**config.mk**
```make
export PLATFORM = sky130hd
export DESIGN_NAME = pixel_block_loader
export DESIGN_NICKNAME = d
export VERILOG_FILES = /design/src/rtl/pixel_block_loader.sv
export SDC_FILE = /design/constraint.sdc
export NUM_CORES = 1
export LEC_CHECK = 0
export BUFFER_PORTS_ARGS = -buffer_cell sky130_fd_sc_hd__buf_2
export CORE_UTILIZATION = 52
export DETAILED_ROUTE_END_ITERATION = 8
export GPL_TIMING_DRIVEN = 0
export PLACE_DENSITY = 0.79
export SLEW_MARGIN = 20
export SYNTH_ARGS = -nofsm -noshare
export SYNTH_HDL_FRONTEND = slang
export SYNTH_SLANG_ARGS = --single-unit
```
**constraint.sdc**
```tcl
create_clock -name clk -period 5.4 [get_ports clk]
set_input_delay 1.08 -clock clk [delete_from_list [all_inputs] [get_ports clk]]
set_output_delay 1.08 -clock clk [all_outputs]
set_load 0.02 [all_outputs]
```
**src/rtl/pixel_block_loader.sv**
```systemverilog
// rtl/pixel_block_loader.sv - gathers NUM_PIX pixels into one packed block and holds it for a downstream stage
module pixel_block_loader #(
    parameter int NUM_PIX = 16,
    parameter int PIX_W   = 8
) (
    input  logic                           clk,
    input  logic                           rst,
    input  logic                           start,
    input  logic [PIX_W-1:0]               pix_data,
    input  logic                           pix_valid,
    output logic                           pix_ready,
    output logic [NUM_PIX*PIX_W-1:0]       block_data,
    output logic                           block_valid,
    input  logic                           block_ack,
    output logic                           busy,
    output logic [$clog2(NUM_PIX+1)-1:0]   pix_count,
    output logic                           overrun_err
);

    localparam int CW = $clog2(NUM_PIX + 1);
    localparam logic [CW-1:0] LAST_SLOT = CW'(NUM_PIX - 1);

    typedef enum logic [1:0] {
        IDLE = 2'd0,
        FILL = 2'd1,
        HOLD = 2'd2
    } state_t;

    state_t state;

    // Handshake outputs decode straight from the state register, so they carry no combinational input paths.
    assign pix_ready   = (state == FILL);
    assign block_valid = (state == HOLD);
    assign busy        = (state == FILL) || (state == HOLD);

    always_ff @(posedge clk or posedge rst) begin
        if (rst) begin
            state       <= IDLE;
            pix_count   <= '0;
            block_data  <= '0;
            overrun_err <= 1'b0;
        end else begin
            case (state)
                IDLE: begin
                    if (start) begin
                        state     <= FILL;
                        pix_count <= '0;
                    end
                end
                FILL: begin
                    if (start) begin
                        overrun_err <= 1'b1;
                    end
                    if (pix_valid) begin
                        for (int i = 0; i < NUM_PIX; i++) begin
                            if (pix_count == CW'(i)) begin
                                block_data[PIX_W*i +: PIX_W] <= pix_data;
                            end
                        end
                        pix_count <= pix_count + CW'(1);
                        if (pix_count == LAST_SLOT) begin
                            state <= HOLD;
                        end
                    end
                end
                HOLD: begin
                    // ack with start chains straight into the next block without an idle cycle.
                    if (block_ack) begin
                        if (start) begin
                            state     <= FILL;
                            pix_count <= '0;
                        end else begin
                            state <= IDLE;
                        end
                    end else if (start) begin
                        overrun_err <= 1'b1;
                    end
                end
                default: begin
                    state <= IDLE;
                end
            endcase
        end
    end

endmodule

```
==> impl_summary.md <==
Outcome
The run finished with clean final reports.

Synth
For this run, the number of Yosys warnings is 0. The total nets after synthesis is 376. Synthesis instantiated 28 different standard cells from the library. By area the synthesized netlist is led by sky130_fd_sc_hd__dfrtp_1 (63%), sky130_fd_sc_hd__mux2_2 (26%), sky130_fd_sc_hd__ha_1 (2.1%), sky130_fd_sc_hd__clkbuf_1 (1.2%), sky130_fd_sc_hd__nor2_2 (0.92%). The share of the Yosys chip area taken by registers is 62.8%. The synthesized netlist cell count is 354. Of the post-synthesis cell area, the dominant cell type holds 62.8%. The number of synthesized flops with an enable pin is 0. The largest total area in the synthesized netlist belongs to sky130_fd_sc_hd__dfrtp_1. The post-synthesis area per instance is 15.3 um2. By count the netlist is led by sky130_fd_sc_hd__dfrtp_1 (136), sky130_fd_sc_hd__mux2_2 (126), sky130_fd_sc_hd__clkbuf_1 (17). The most common cell in the synthesized netlist is sky130_fd_sc_hd__dfrtp_1. Among all flip-flop cells after synthesis, the most frequent one is sky130_fd_sc_hd__dfrtp_1. The mapped netlist covers 5420 um2. Counting flops with an async set or reset pin after synthesis yields a share of 100%. The number of storage elements in the synthesis netlist is 136.

Floorplanning
The die outline width is 104 um. In this run the vertical extent of the chip is 104 um. The starting density of the core is 54.4%. The boundary pin count is 150. The die covers 10800 um2. After floorplanning, the core was sized to cover 9950 um2. In this run the core area contains 36 standard-cell rows.

Timing
The final-report hold violation count is 0. For this run, the top clock speed supported by timing is 399 MHz. The final critical path time including I/O delays and setup is 2.50 ns. The max-slew violation total from the final report came to 0. The total setup violations reported at the end of the flow is 0.

The worst max-slew margin expressed relative to the limit is 51.6%. Setup repair after global routing left no endpoint under its margin. After layout, the worst setup slack is 2.90 ns. On the final layout, the worst clock skew is 0.00676 ns. The slew at the pin with the worst max-slew slack is 0.723 ns. After layout, the worst path uses 46.4% of the clock period.

Global routing
The number of antenna violations at the first check in global routing is 0. For this run the aggregate overflow at the end of global routing stands at 0. Entering global routing, the biggest net connects 73 pins.

Global routing consumed, over all layers together, 24.6% of the routing resources. The via count of the first global-routing pass came to 3657. The first global-routing pass estimated 20300 um of wire.

Worst setup path
For this run, the slowest stage of the critical path takes 0.39 ns. Data on the critical path arrives at its endpoint at 1.42 ns. The worst setup path is captured at an output port. The master of the slowest instance on the critical path is sky130_fd_sc_hd__dfrtp_1. STA classifies the critical path startpoint as a flip-flop.

Traced cell by cell, the critical path runs through inv_1, ha_1, buf_2. The highest net fanout along the worst path is 4. The required time at the worst-slack endpoint is 4.32 ns.

The class of the most critical setup path is reg -> out.

Place
The count of buffers added on input and output ports is 149. The half-perimeter wire length of the detailed placement result is 8480 um. The congestion estimate from routability-driven global placement came to 0.839. Timing analysis after detailed placement gives a worst setup slack of 2.70 ns.

Routing
The count of routing violations after the opening detailed-route iteration is 153. The via total after detailed routing is 3561. The routed wirelength normalized by instance count is 18.9 um.

The final routed wirelength across all metal layers is 12600 um. For this run, the detailed router's first-pass iteration total came to 4. The count of nets left with antenna violations after detail routing is 0. For this run, design rule violations remaining after detail routing come to 0. The vias per cell is 5.33.

Flow run
The tool flagged a number of max-cap violations equal to 0.

Power
Power comes to 0.00400 W. For this design the static power due to leakage is 3.71 nW. For this design the ratio of total power to cell area is 573 nW/um2. VDD sags by at most 0.334 mV.

Final layout
The fill cell total of the finished layout is 735. The fraction of final layout cells with drive strength greater than 1 is 59.3%. 0 antenna diodes ended up in the layout. The area growth from synthesis to layout is 28.8%. After the last flow step, the layout net total stands at 545.

CTS
In this run the clock root is driven by a sky130_fd_sc_hd__clkbuf_8. The hold buffer count at CTS is 0. The number of buffers between clock root and the deepest sink is 2. The maximum level of the CTS H-tree is 4. The clock slew seen by the registers of the worst setup and hold paths is 0.06 ns. TritonCTS built the clock tree. The clock buffer count from CTS is 17. In this run, post-CTS repair resized a total of 0 instances. The clock latency on the worst-skew pair is 0.51 ns. The number of buffers added for setup after CTS is 0. The CTS sink count is 136.

Hold path
The worst hold path belongs to the class reg -> reg.
[routing by layer]
metal  routed length [um]  global-route usage (%)
met1                 5470                    31.5
met3                  866                    8.21
met2                 6130                    40.0
met5                    0                       0
met4                  127                    7.45
[area by class of cell]
type	instances	area [um2]	share of cell area, %
inverter	8	37.5	0.538
tap	133	166	2.38
clock buffer	18	418	5.99
buffer	19	73.8	1.06
multi-input combinational	191	1910	27.4
sequential	136	3400	48.8
timing repair buffer	150	773	11.1
clock inverter	13	195	2.80
[kinds of logic (layout without fill, tap and decap cells)]
family,count (synthesis),count (layout),synth area share [%]
simple gates,40,40,4.46
compound gates,10,10,1.36
flops,136,136,62.8
buf+inv,27,208,1.92
mux,132,132,27.4
fa+ha+maj,9,9,2.08
[metrics by stage]
stage / area (um2) / utilization [%] / hold WS [ns] / setup TNS, ns / instances
after floorplan: 5420 / - / 0.523 / 0 / 354
after global placement: 6330 / 63.6 / 0.450 / -71.78 / 636
after detailed placement: 6360 / 63.9 / 0.451 / 0 / 637
after CTS: 6980 / 70.1 / 0.469 / 0 / 668
after global routing: 6980 / 70.1 / 0.478 / 0 / 668
final: 6980 / 70.1 / 0.465 / 0 / 668
[state kept, by name, summed over array words and instances (netlist names)]
name / cells
overrun_err: 1
state: 2
pix_count: 5
block_data: 128
[critical path, delay by kind of cell (launching register included)]
family / cells / cell delay [ns]
flops: 1 / 0.39
buf+inv: 2 / 0.24
fa+ha+maj: 1 / 0.28
[where the power goes]
group / switching, W / total (W) / internal (W)
logic: 0.000785 / 0.00131 / 0.000521
clock network: 0.000438 / 0.00119 / 0.000753
registers: 0.000169 / 0.00150 / 0.00133
[cells in the final DEF, fill, tap and decap left out, types with 4 or more instances in the layout]
| master | count |
|---|---|
| sky130_fd_sc_hd__buf_2 | 150 |
| sky130_fd_sc_hd__bufinv_16 | 4 |
| sky130_fd_sc_hd__clkbuf_1 | 18 |
| sky130_fd_sc_hd__clkbuf_16 | 16 |
| sky130_fd_sc_hd__dfrtp_1 | 136 |
| sky130_fd_sc_hd__ha_1 | 9 |
| sky130_fd_sc_hd__inv_1 | 7 |
| sky130_fd_sc_hd__mux2_2 | 126 |
| sky130_fd_sc_hd__nand2b_1 | 5 |
| sky130_fd_sc_hd__nand4b_1 | 4 |
| sky130_fd_sc_hd__nor2_1 | 4 |
| sky130_fd_sc_hd__nor2_2 | 8 |
| sky130_fd_sc_hd__nor2b_1 | 5 |
| sky130_fd_sc_hd__or3_1 | 5 |
[final timing paths]
check	start	endpoint	slack [ns]	depth (start not counted)
min reg2reg	overrun_err	overrun_err	0.46	1
min	overrun_err	overrun_err	0.46	1
max reg2reg	state[1]	block_data[101]	3.09	6
max	state[0]	busy	2.90	3
max in group asynchronous	rst	block_data[108]	4.10	3
min in group asynchronous	rst	block_data[51]	0.59	2
Note: power is estimated with default switching activity, not from simulation.
